**src/rtl/pipe_ctrl_pkg.sv**
```systemverilog
// Shared constants for the pipeline sequencing controller:
// stall vectors, exception codes, FSM states, redirect mapping.
package pipe_ctrl_pkg;

  localparam int RegBus = 32;

  localparam logic              RstEnable = 1'b1;
  localparam logic [RegBus-1:0] ZeroWord  = 32'h0000_0000;

  // bit0 PC, bit1 IF, bit2 ID, bit3 EX, bit4 MEM, bit5 WB
  localparam logic [5:0] STALL_NONE = 6'b000000;
  localparam logic [5:0] STALL_IF   = 6'b000011;
  localparam logic [5:0] STALL_ID   = 6'b000111;
  localparam logic [5:0] STALL_EX   = 6'b001111;
  localparam logic [5:0] STALL_MEM  = 6'b011111;

  localparam logic [RegBus-1:0] EXC_INT     = 32'h0000_0001;
  localparam logic [RegBus-1:0] EXC_SYSCALL = 32'h0000_0008;
  localparam logic [RegBus-1:0] EXC_INV     = 32'h0000_000a;
  localparam logic [RegBus-1:0] EXC_OV      = 32'h0000_000c;
  localparam logic [RegBus-1:0] EXC_TRAP    = 32'h0000_000d;
  localparam logic [RegBus-1:0] EXC_ERET    = 32'h0000_000e;

  typedef enum logic [1:0] {
    ST_RUN      = 2'd0,
    ST_WAIT_MEM = 2'd1,
    ST_FLUSH    = 2'd2
  } state_t;

  // Redirect target for a nonzero exception code.
  // Unknown nonzero codes fall back to the exception vector.
  function automatic logic [RegBus-1:0] exc_target(
    input logic [RegBus-1:0] code,
    input logic [RegBus-1:0] epc,
    input logic [RegBus-1:0] exc_vec,
    input logic [RegBus-1:0] int_vec
  );
    logic [RegBus-1:0] pc;
    case (code)
      EXC_INT:     pc = int_vec;
      EXC_ERET:    pc = epc;
      EXC_SYSCALL,
      EXC_INV,
      EXC_OV,
      EXC_TRAP:    pc = exc_vec;
      default:     pc = exc_vec;
    endcase
    return pc;
  endfunction

endpackage

```
**src/rtl/pipe_ctrl_stall_watchdog.sv**
```systemverilog
// Stall watchdog: counts consecutive stalled cycles, pulses once
// at STALL_TIMEOUT, keeps a sticky flag until reset.
// Ports: clk, rst (sync, high), stalled in;
//        stall_timeout (pulse), stall_timeout_sticky out.
module stall_watchdog
  import pipe_ctrl_pkg::*;
#(
  parameter int STALL_TIMEOUT = 1024,
  parameter int CNT_W         = 11
) (
  input  logic clk,
  input  logic rst,
  input  logic stalled,
  output logic stall_timeout,
  output logic stall_timeout_sticky
);

  localparam logic [CNT_W-1:0] LIMIT =
    CNT_W'(STALL_TIMEOUT);
  localparam logic [CNT_W-1:0] FIRE  =
    CNT_W'(STALL_TIMEOUT - 1);

  logic [CNT_W-1:0] cnt;
  logic             sticky;
  logic             pulse;

  // cnt holds the number of earlier consecutive stalled
  // cycles, so the pulse lands on the STALL_TIMEOUT-th one.
  // Saturating one past FIRE keeps it from repeating.
  assign pulse = stalled && (cnt == FIRE);

  always_ff @(posedge clk) begin
    if (rst == RstEnable) begin
      cnt    <= '0;
      sticky <= 1'b0;
    end else begin
      if (!stalled) begin
        cnt <= '0;
      end else if (cnt != LIMIT) begin
        cnt <= cnt + 1'b1;
      end
      if (pulse) begin
        sticky <= 1'b1;
      end
    end
  end

  assign stall_timeout        = pulse;
  assign stall_timeout_sticky = sticky | pulse;

endmodule

```
**src/rtl/pipe_ctrl.sv**
```systemverilog
// Pipeline sequencing controller: stall vector, exception
// flush/redirect (deferred behind MEM stalls), stall watchdog.
// Ports: clk, rst, stallreq_from_{if,id,ex,mem}, excepttype_i,
//        cp0_epc_i in; stall, flush, new_pc, stall_timeout,
//        stall_timeout_sticky out.
module pipe_ctrl
  import pipe_ctrl_pkg::*;
#(
  parameter logic [31:0] EXC_VECTOR    = 32'h0000_0040,
  parameter logic [31:0] INT_VECTOR    = 32'h0000_0020,
  parameter int          STALL_TIMEOUT = 1024,
  parameter int          CNT_W         = 11
) (
  input  logic              clk,
  input  logic              rst,
  input  logic              stallreq_from_if,
  input  logic              stallreq_from_id,
  input  logic              stallreq_from_ex,
  input  logic              stallreq_from_mem,
  input  logic [RegBus-1:0] excepttype_i,
  input  logic [RegBus-1:0] cp0_epc_i,
  output logic [5:0]        stall,
  output logic              flush,
  output logic [RegBus-1:0] new_pc,
  output logic              stall_timeout,
  output logic              stall_timeout_sticky
);

  state_t            state, state_n;
  logic              flush_q, flush_n;
  logic [RegBus-1:0] pc_q, pc_n;
  logic [RegBus-1:0] pend_code, pend_code_n;
  logic [RegBus-1:0] pend_pc, pend_pc_n;
  logic [RegBus-1:0] exc_pc;
  logic              exc_seen;

  assign exc_seen = (excepttype_i != ZeroWord);
  assign exc_pc   = exc_target(excepttype_i, cp0_epc_i,
                               EXC_VECTOR, INT_VECTOR);

  always_comb begin
    stall = STALL_NONE;
    if (rst != RstEnable && state != ST_FLUSH) begin
      priority case (1'b1)
        stallreq_from_mem: stall = STALL_MEM;
        stallreq_from_ex:  stall = STALL_EX;
        stallreq_from_id:  stall = STALL_ID;
        stallreq_from_if:  stall = STALL_IF;
        default:           stall = STALL_NONE;
      endcase
    end
  end

  always_comb begin
    state_n     = state;
    flush_n     = 1'b0;
    pc_n        = pc_q;
    pend_code_n = pend_code;
    pend_pc_n   = pend_pc;
    unique case (state)
      ST_RUN: begin
        if (exc_seen) begin
          if (stallreq_from_mem) begin
            state_n     = ST_WAIT_MEM;
            pend_code_n = excepttype_i;
            pend_pc_n   = exc_pc;
          end else begin
            state_n = ST_FLUSH;
            flush_n = 1'b1;
            pc_n    = exc_pc;
          end
        end
      end
      ST_WAIT_MEM: begin
        if (!stallreq_from_mem) begin
          pend_code_n = ZeroWord;
          if (pend_code != ZeroWord) begin
            state_n = ST_FLUSH;
            flush_n = 1'b1;
            pc_n    = pend_pc;
          end else begin
            state_n = ST_RUN;
          end
        end
      end
      ST_FLUSH: begin
        state_n = ST_RUN;
      end
      default: begin
        state_n = ST_RUN;
      end
    endcase
  end

  always_ff @(posedge clk) begin
    if (rst == RstEnable) begin
      state     <= ST_RUN;
      flush_q   <= 1'b0;
      pc_q      <= ZeroWord;
      pend_code <= ZeroWord;
      pend_pc   <= ZeroWord;
    end else begin
      state     <= state_n;
      flush_q   <= flush_n;
      pc_q      <= pc_n;
      pend_code <= pend_code_n;
      pend_pc   <= pend_pc_n;
    end
  end

  assign flush  = flush_q;
  assign new_pc = pc_q;

  stall_watchdog #(
    .STALL_TIMEOUT(STALL_TIMEOUT),
    .CNT_W        (CNT_W)
  ) u_wdog (
    .clk                 (clk),
    .rst                 (rst),
    .stalled             (stall[0]),
    .stall_timeout       (stall_timeout),
    .stall_timeout_sticky(stall_timeout_sticky)
  );

endmodule

```
**config.mk**
```make
export PLATFORM = sky130hd
export DESIGN_NAME = pipe_ctrl
export DESIGN_NICKNAME = d
export VERILOG_FILES = /design/src/rtl/pipe_ctrl_pkg.sv /design/src/rtl/pipe_ctrl_stall_watchdog.sv /design/src/rtl/pipe_ctrl.sv
export SDC_FILE = /design/constraint.sdc
export NUM_CORES = 1
export LEC_CHECK = 0
export ABC_CLOCK_PERIOD_IN_PS = 2750
export BUFFER_PORTS_ARGS = -buffer_cell sky130_fd_sc_hd__buf_4
export CAP_MARGIN = 25
export CELL_PAD_IN_SITES_DETAIL_PLACEMENT = 0
export CELL_PAD_IN_SITES_GLOBAL_PLACEMENT = 1
export CORE_AREA = 10 10 144 113
export CTS_CLUSTER_SIZE = 12
export DETAILED_ROUTE_END_ITERATION = 10
export DIE_AREA = 0 0 154 123
export PLACE_DENSITY = 0.86
export SYNTH_ARGS = -nofsm -noshare
export SYNTH_HDL_FRONTEND = slang
export SYNTH_HIERARCHICAL = 1
export SYNTH_SLANG_ARGS = --single-unit
```
**constraint.sdc**
```tcl
create_clock -name clk -period 2.75 [get_ports clk]
set_input_delay 0.1375 -clock clk [delete_from_list [all_inputs] [get_ports clk]]
set_output_delay 0.1375 -clock clk [all_outputs]
set_load 0.02 [all_outputs]
```
== After elaboration in Yosys (flattened, before gate mapping) ==
Cells that the tools add are included.
W data, S select, Z words.

* Flip-flop bits (word level): 111
* Latch bits: 0
* Memory bits (writable): 0
* Bits in read-only memories: 0
* Input port bits: 70
* Output and inout bits: 41
* Word-level logic and storage cells: 58
* Memories kept: 0

* Add/subtract/negate cells: 1
* Multiply operators: 0
* Div/mod/pow operators: 0
* $lt $le $gt $ge: 0
* Equal/unequal tests: 11
* Shift-type cells: 0
* Mux-type cells: 25
* Bitwise gates (word level): 3
* Reduce and logical (&&, ||, !) cells: 11

{| class="wikitable"
|+ Operators by type and width
! kind !! count
|-
| $mux W32 || 7
|-
| $pmux W32 S2 || 3
|-
| $reduce_bool A32 Y1 || 2
|-
| $eq A32 B1 Y1 const B || 1
|-
| $eq A32 B4 Y1 const B || 1
|-
| $ne A2 B2 Y1 const B || 6
|-
| $add A11 B1 Y11 const B || 1
|-
| $eq A11 B10 Y1 const B || 1
|-
| $ne A11 B11 Y1 const B || 1
|-
| $mux W2 || 5
|-
| $mux W6 || 1
|-
| $mux W5 || 1
|-
| $reduce_and A5 Y1 || 1
|-
| $mux W1 || 4
|-
| $mux W4 || 1
|-
| $pmux W2 S2 || 1
|-
| $reduce_and A4 Y1 || 1
|-
| $mux W3 || 1
|-
| $reduce_and A3 Y1 || 1
|-
| $eq A2 B1 Y1 const B || 1
|-
| $logic_and A1 B1 Y1 || 2
|-
| $logic_not A2 Y1 || 1
|-
| $not A1 Y1 || 2
|-
| $pmux W1 S2 || 1
|-
| other kinds (4) || 4
|}

== Longest topological paths before layout ==
Gate-level depths: netlist of the first run.

* Word-level depth: 7
* Mapped depth: 8
* Depth with buffers taken out: 6

== Hierarchy ==
Netlist of the first run, hierarchy kept.

{| class="wikitable"
|+ Modules (own cells, without submodules)
! module !! instances !! cells each !! area an instance (µm²) !! sequential area each (µm²)
|-
| pipe_ctrl || 1 || 599 || 4654.5 || 1981.9
|-
| stall_watchdog || 1 || 70 || 611.8 || 240.2
|}

== Worst setup path after synthesis of the first run ==
Ideal clock, no wire load.

* Kind: register to output
* Start: register state[0]
* End: output port stall_timeout_sticky
* Arrival: 2.259 ns
* Required time: 2.612 ns
* Setup slack: 0.353 ns
* Stages on the path, launching flop included: 7
* Buffers on the path: 1
* Cell sequence: dfxtp_1 -> buf_2 -> inv_1 -> a21o_1 -> a21oi_1 -> nand2_1 -> o41ai_1

* Word-level cells in the longest chain between the ends: 5

{| class="wikitable"
|+ RTL lines
! what !! line !! source
|-
| start, declared || pipe_ctrl.sv:29 || <nowiki>state_t state, state_n;</nowiki>
|-
| start signal, assigned || pipe_ctrl.sv:103 || <nowiki>state <= state_n;</nowiki>
|-
| $ne A2 B2 Y1 || pipe_ctrl.sv:43 || <nowiki>if (rst != RstEnable && state != ST_FLUSH) begin</nowiki>
|-
| $logic_and A1 B1 Y1 || pipe_ctrl.sv:43 ||
|-
| $mux W6 || pipe_ctrl.sv:43 ||
|-
| named net stall[0] || pipe_ctrl.sv:22 || <nowiki>output logic [5:0] stall,</nowiki>
|-
| $logic_and A1 B1 Y1 || pipe_ctrl_stall_watchdog.sv:30 || <nowiki>assign pulse = stalled && (cnt == FIRE);</nowiki>
|-
| $or A1 B1 Y1 || pipe_ctrl_stall_watchdog.sv:49 || <nowiki>assign stall_timeout_sticky = sticky | pulse;</nowiki>
|-
| end, declared || pipe_ctrl.sv:26 || <nowiki>output logic stall_timeout_sticky</nowiki>
|}

The timed path passes the listed nets, and every way through them passes these cells.

== Worst setup path in the final report of the first run ==
* Start: register state[0]
* End: output port stall_timeout_sticky

* Word-level cells in the longest chain between the ends: 5

{| class="wikitable"
|+ RTL lines
! what !! line
|-
| $ne A2 B2 Y1 || pipe_ctrl.sv:43
|-
| $logic_and A1 B1 Y1 || pipe_ctrl.sv:43
|-
| $mux W6 || pipe_ctrl.sv:43
|-
| $logic_and A1 B1 Y1 || pipe_ctrl_stall_watchdog.sv:30
|-
| $or A1 B1 Y1 || pipe_ctrl_stall_watchdog.sv:49
|}

No other way between the ends.

==> flow_metrics.py, run 1 <==
metrics = {
    "outcome": {
        "status": "completed",
    },
    "worst_setup_path": {
        "cp.arrival_ps": 2310,
        "endpoint": "stall_timeout_sticky",
        "start_kind": "flip-flop",
        "timing.rr.start": "pend_code[21]",
        "critPathRequiredTime_ps": 2610,
        "rrSetupSlack_ps": 550,
        "rr_endpoint": "new_pc[6]",
        "r2r_cells": 6,
        "crit_path_end_kind": "output pin",
        "critPathLaunch": "state[0]",
        "cp_max_fo": 15,
        "criticalPathCategory": "flip-flop to output pin",
    },
    "logic_synthesis": {
        "synth-seq-area-share_pct": 42.2,
        "synth-async-reset-ratio_pct": 0,
        "synth_compound_area_share_pct": 25.4,
        "synthAdderAreaFrac_pct": 0.475,
        "syn_nets": 741,
        "synth_top_family_by_area": "compound AO/OA/AOI/OAI gates",
        "yosys-mux-area-fraction_pct": 0.428,
        "synth_top_flop_cell": "dfxtp_1",
        "synthSimpleGateAreaFrac_pct": 24.9,
        "synth-xor-area-share_pct": 0.499,
        "synth_seq_cells": 111,
        "synth-warning-count": 6,
        "syn_area_um2": 5270,
        "ys_types": 52,
        "synth_cells": 669,
        "synth_edf_count": 0,
        "syn_area_per_cell_um2": 7.87,
    },
    "power_and_ir_drop": {
        "powerDensity_nw_per_um2": 563,
        "p_leak_nw": 2.32,
        "ir_drop_uv": 462,
    },
    "die": {
        "row_count": 37,
        "core_um2": 13500,
        "die_area_um2": 18900,
        "ios": 111,
        "start_util_pct": 39.1,
        "die_h_um": 123,
        "die_w_um": 154,
    },
    "run": {
        "maxCapViolCount": 0,
    },
    "global_routing": {
        "grtUsageTotal_pct": 16.8,
        "grt_antenna_before_repair": 0,
        "grt_pass1_wl_mm": 27.0,
        "grt_max_degree": 103,
        "grt_pass1_vias": 5204,
        "gr-total-overflow": 0,
    },
    "worst_hold_path": {
        "hold_class": "primary input to flip-flop",
    },
    "timing": {
        "min_period_over_period_pct": 89.1,
        "period_minus_slack_ps": 2450,
        "holdWs_ps": 59.1,
        "slew_violations": 0,
        "hold_violations": 0,
        "fin_skew_ps": 7.36,
        "tns_ps": 0,
        "max_slew.worst_pin.slew_ps": 817,
        "grt_setup_unrepaired": "no",
        "relSlewSlack_pct": 45.5,
        "setup_violations": 0,
        "fmax_ghz": 0.408,
    },
    "place": {
        "dp_hpwl_mm": 11.0,
        "port_buffers": 109,
        "gp_congestion": 0.820,
        "detailed_place.area_um2": 6200,
    },
    "cts": {
        "cts_buffers": 9,
        "clkSinkCount": 111,
        "htree_levels": 3,
        "clk_latency_ps": 340,
        "cts_root_buf": "clkbuf_16",
        "cts_setup_buffers": 0,
        "cts_tree": "done",
        "clk_pin_slew_ps": 80,
        "cts_resized": 0,
        "hold_buffers": 0,
        "max-clock-path-buffers": 2,
    },
    "drt": {
        "dr.pass1.iters": 5,
        "drtIter0Drc": 493,
        "drc": 0,
        "drt-total-wl_mm": 16.7,
        "vias": 5476,
        "wire_per_inst_um": 18.1,
        "viasPerCell": 5.93,
        "antenna_left": 0,
    },
    "layout": {
        "final_nets": 815,
        "drive_gt1_share_pct": 22.2,
        "syn2layout_area_growth_pct": 24.2,
        "post-route-cell-area_um2": 6540,
        "diodes": 0,
    },
}
cell usage after synthesis, types with 3 or more instances:
master,n,area [µm²]
dfxtp_1,111,2220
a21oi_1,96,480
nand3_1,94,470
nand2_1,71,267
nor2_1,41,154
clkbuf_1,39,146
a31oi_1,33,206
a22oi_1,31,233
a311oi_1,31,272
buf_2,16,80.1
nor4_1,15,93.8
inv_1,11,41.3
buf_1,8,30.0
nor3_1,6,30.0
o21ai_0,6,30.0
or3_1,5,31.3
nand4_1,4,25.0
nor4_2,4,50.1
nand4_2,3,37.5
power breakdown:
group,leakage (nW),internal (mW),switching [mW],total [mW]
Sequential,0.906,1.68,0.0615,1.74
Combinational,1.26,0.235,0.348,0.583
Clock,0.154,0.747,0.616,1.36
Total,2.32,2.66,1.03,3.68
final cells by class:
| cell class | count | area (µm²) |
|---|---|---|
| clock inverters | 6 | 73.8 |
| multi-input cells | 481 | 2750 |
| well taps | 175 | 219 |
| flip-flops and latches | 111 | 2220 |
| inverters | 12 | 45.0 |
| clock buffers | 10 | 239 |
| fillers | 1331 | 6930 |
| repair buffers | 128 | 993 |
how the worst min path moves through the flow:
stage	start	to	cells after the start
5_1_grt	cp0_epc_i[4]	pend_pc[4]	3
4_1_cts	cp0_epc_i[12]	pend_pc[12]	3
3_3_place_gp	cp0_epc_i[17]	pend_pc[17]	3
2_1_floorplan	rst	u_wdog/sticky	1
3_5_place_dp	cp0_epc_i[12]	pend_pc[12]	3
6_report	cp0_epc_i[12]	pend_pc[12]	3
cells by family (layout without fill, tap and decap cells):
kind of cell             after synthesis  in the layout
flip-flops                           111            111
buffers and inverters                 77            156
adder cells (fa/ha/maj)                2              2
XOR/XNOR                               3              3
AND/OR/NAND/NOR                      261            261
AO/OA/AOI/OAI                        212            212
other                                  1              1
multiplexers                           2              2
worst max-delay path, stage by stage (launching register included):
cell     delay (ps)
dfxtp_1         350
buf_4           210
inv_1           150
a21o_1          250
a21oi_1         320
nand2_1         150
o41ai_1         320
buf_4           210
cells in the final DEF (no fill, tap or decap), types with 4 or more instances in the layout:
cell	Yosys	layout
a311oi_1	31	31
inv_6	0	4
nor2_1	41	39
nand2_1	71	71
nor4_2	4	4
o21ai_0	6	6
nand3_1	94	94
clkbuf_16	0	9
a21oi_1	96	96
nor3_1	6	5
nand4_1	4	4
buf_4	2	126
nor4_1	15	15
a22oi_1	31	31
inv_1	11	11
a31oi_1	33	33
dfxtp_1	111	111
or3_1	5	5
registers in the layout, indices dropped and copies added, names as in the netlist:
| signal | count |
|---|---|
| flush | 1 |
| new_pc | 32 |
| pend_code | 32 |
| pend_pc | 32 |
| state | 2 |
| u_wdog/cnt | 11 |
| u_wdog/sticky | 1 |
metal layers:
| metal | GRT usage (%) | share of wire (%) | up-vias | wire length (µm) |
|---|---|---|---|---|
| met5 | 0 | 0 | - | 0 |
| met4 | 3.83 | 0.90 | 0 | 150 |
| met3 | 3.82 | 6.3 | 11 | 1040 |
| met2 | 26.8 | 46 | 200 | 7720 |
| met1 | 22.8 | 47 | 2638 | 7760 |
| li1 | - | - | 2627 | - |
per-stage QoR:
step                power [mW]  cells  setup WS (ps)  utilization (%)
finish                    3.68    923            301             48.5
global route              3.85    923           49.6             48.5
CTS                       3.71    922            243             48.3
detailed placement        2.35    906            524             46.0
global placement          2.34    906            578             46.0
floorplan                 2.09    669            353                -
No activity file was read; power rests on OpenSTA's default activity.
==> inputs of run 2 (changes only) <==
--- a/config.mk
+++ b/config.mk
@@ -10,11 +10,11 @@
 export CAP_MARGIN = 25
 export CELL_PAD_IN_SITES_DETAIL_PLACEMENT = 0
 export CELL_PAD_IN_SITES_GLOBAL_PLACEMENT = 1
-export CORE_AREA = 10 10 144 113
+export CORE_AREA = 10 10 146 114
 export CTS_CLUSTER_SIZE = 12
 export DETAILED_ROUTE_END_ITERATION = 10
-export DIE_AREA = 0 0 154 123
-export PLACE_DENSITY = 0.86
+export DIE_AREA = 0 0 156 124
+export PLACE_DENSITY = 0.84
 export SYNTH_ARGS = -nofsm -noshare
 export SYNTH_HDL_FRONTEND = slang
 export SYNTH_HIERARCHICAL = 1
==> run 2 against run 1 <==
Clock skew down 1.9 ps. Utilization down 1.1 points. Via count down 0.33%. Cell count down 0.43%. Clock power down 13%. Clock-buffer cell count up 1. Total power down 4.9%. Register-to-register slack worse by 90 ps. Design area down 0.94%. Largest cell class unchanged.
==> flow_metrics.py, run 2 (synthesized netlist as in run 1, its figures left out) <==
metrics = {
    "outcome": {
        "status": "completed",
    },
    "run": {
        "maxCapViolCount": 0,
    },
    "timing": {
        "relSlewSlack_pct": 50.3,
        "period_minus_slack_ps": 2480,
        "holdWs_ps": 66.9,
        "setup_violations": 0,
        "slew_violations": 0,
        "min_period_over_period_pct": 90.3,
        "fmax_ghz": 0.403,
        "tns_ps": 0,
        "max_slew.worst_pin.slew_ps": 745,
        "grt_setup_unrepaired": "no",
        "finalWorstSetupSlack_ps": 268,
        "hold_violations": 0,
        "fin_skew_ps": 5.46,
    },
    "cts": {
        "clkSinkCount": 111,
        "max-clock-path-buffers": 2,
        "clk_latency_ps": 340,
        "cts_root_buf": "clkbuf_16",
        "hold_buffers": 0,
        "cts_tree": "done",
        "htree_levels": 3,
        "clk_pin_slew_ps": 70,
        "cts_setup_buffers": 0,
        "cts_resized": 0,
        "cts_buffers": 9,
    },
    "layout": {
        "diodes": 0,
        "final_cell_mix": "buf_4 (126), dfxtp_1 (111), a21oi_1 (96), nand3_1 (94), nand2_1 (71)",
        "final_nets": 815,
        "final_cells": 919,
        "post-route-cell-area_um2": 6480,
        "syn2layout_area_growth_pct": 23.0,
        "postLayoutCoreUtil_pct": 47.4,
        "drive_gt1_share_pct": 21.6,
        "layout_commonest_cell": "buf_4",
    },
    "global_routing": {
        "grt_pass1_wl_mm": 26.8,
        "grt_max_degree": 103,
        "gr-total-overflow": 0,
        "grtUsageTotal_pct": 16.7,
        "grt_antenna_before_repair": 0,
        "grt_pass1_vias": 5036,
    },
    "drt": {
        "antenna_left": 0,
        "vias": 5458,
        "wire_per_inst_um": 18.4,
        "drc": 0,
        "dr.pass1.iters": 5,
        "viasPerCell": 5.94,
        "drt-total-wl_mm": 16.9,
        "drtIter0Drc": 398,
    },
    "place": {
        "port_buffers": 109,
        "pre_cts_slack_ps": 354,
        "dp_hpwl_mm": 11.2,
        "place_inst": 906,
        "detailed_place.area_um2": 6200,
        "gp_congestion": 0.799,
    },
    "worst_setup_path": {
        "start_kind": "flip-flop",
        "rrSetupSlack_ps": 460,
        "cp_max_fo": 15,
        "criticalPathCategory": "flip-flop to output pin",
        "cp.arrival_ps": 2340,
        "crit_path_end_kind": "output pin",
        "critPathRequiredTime_ps": 2610,
    },
    "die": {
        "die_w_um": 156,
        "die_h_um": 124,
        "start_util_pct": 38.6,
        "row_count": 37,
        "die_area_um2": 19300,
        "ios": 111,
        "core_um2": 13700,
    },
    "power_and_ir_drop": {
        "p_leak_nw": 2.29,
        "finalPower_mw": 3.50,
        "ir_drop_uv": 309,
        "powerDensity_nw_per_um2": 541,
    },
    "worst_hold_path": {
        "hold_class": "primary input to flip-flop",
    },
}
## run 2: changes by cell type in the layout (fill, tap and decap cells not counted), sizes merged
| cell | change |
|---|---|
| clkbuf | +1 |
| bufinv | -1 |
| inv | -4 |
## run 2: metal layers
metal	wire length, µm	global-route usage, %
met5	0	0
met4	119	3.00
met2	7820	27.0
met3	1400	4.44
met1	7530	22.3
## run 2: cell type report
cell class,count,area [µm²]
Inverter,12,45.0
Sequential cell,111,2220
Timing Repair Buffer,128,993
Clock inverter,1,8.76
Multi-Input combinational cell,481,2750
Clock buffer,11,243
Fill cell,1332,7180
Tap cell,175,219
## run 2: report_power, final
| group | leakage [nW] | internal (mW) | switching [mW] |
|---|---|---|---|
| logic | 1.26 | 0.237 | 0.351 |
| clock network | 0.123 | 0.622 | 0.556 |
| registers | 0.906 | 1.68 | 0.0598 |
| total | 2.29 | 2.54 | 0.967 |
## run 2: path summary, 6_finish.rpt
| path | startpoint | to | depth (start not counted) |
|---|---|---|---|
| worst min register to register | pend_pc[6] | pend_pc[6] | 2 |
| worst max register to register | pend_code[21] | new_pc[18] | 6 |
| worst min-delay path | cp0_epc_i[7] | pend_pc[7] | 3 |
| worst max-delay path | state[0] | stall_timeout | 7 |
## run 2: critical path: stages (launching register included)
cell	delay, ps
dfxtp_1	350
buf_4	220
inv_1	150
a21o_1	250
a21oi_1	310
nand2_1	130
nor4_1	360
buf_4	230
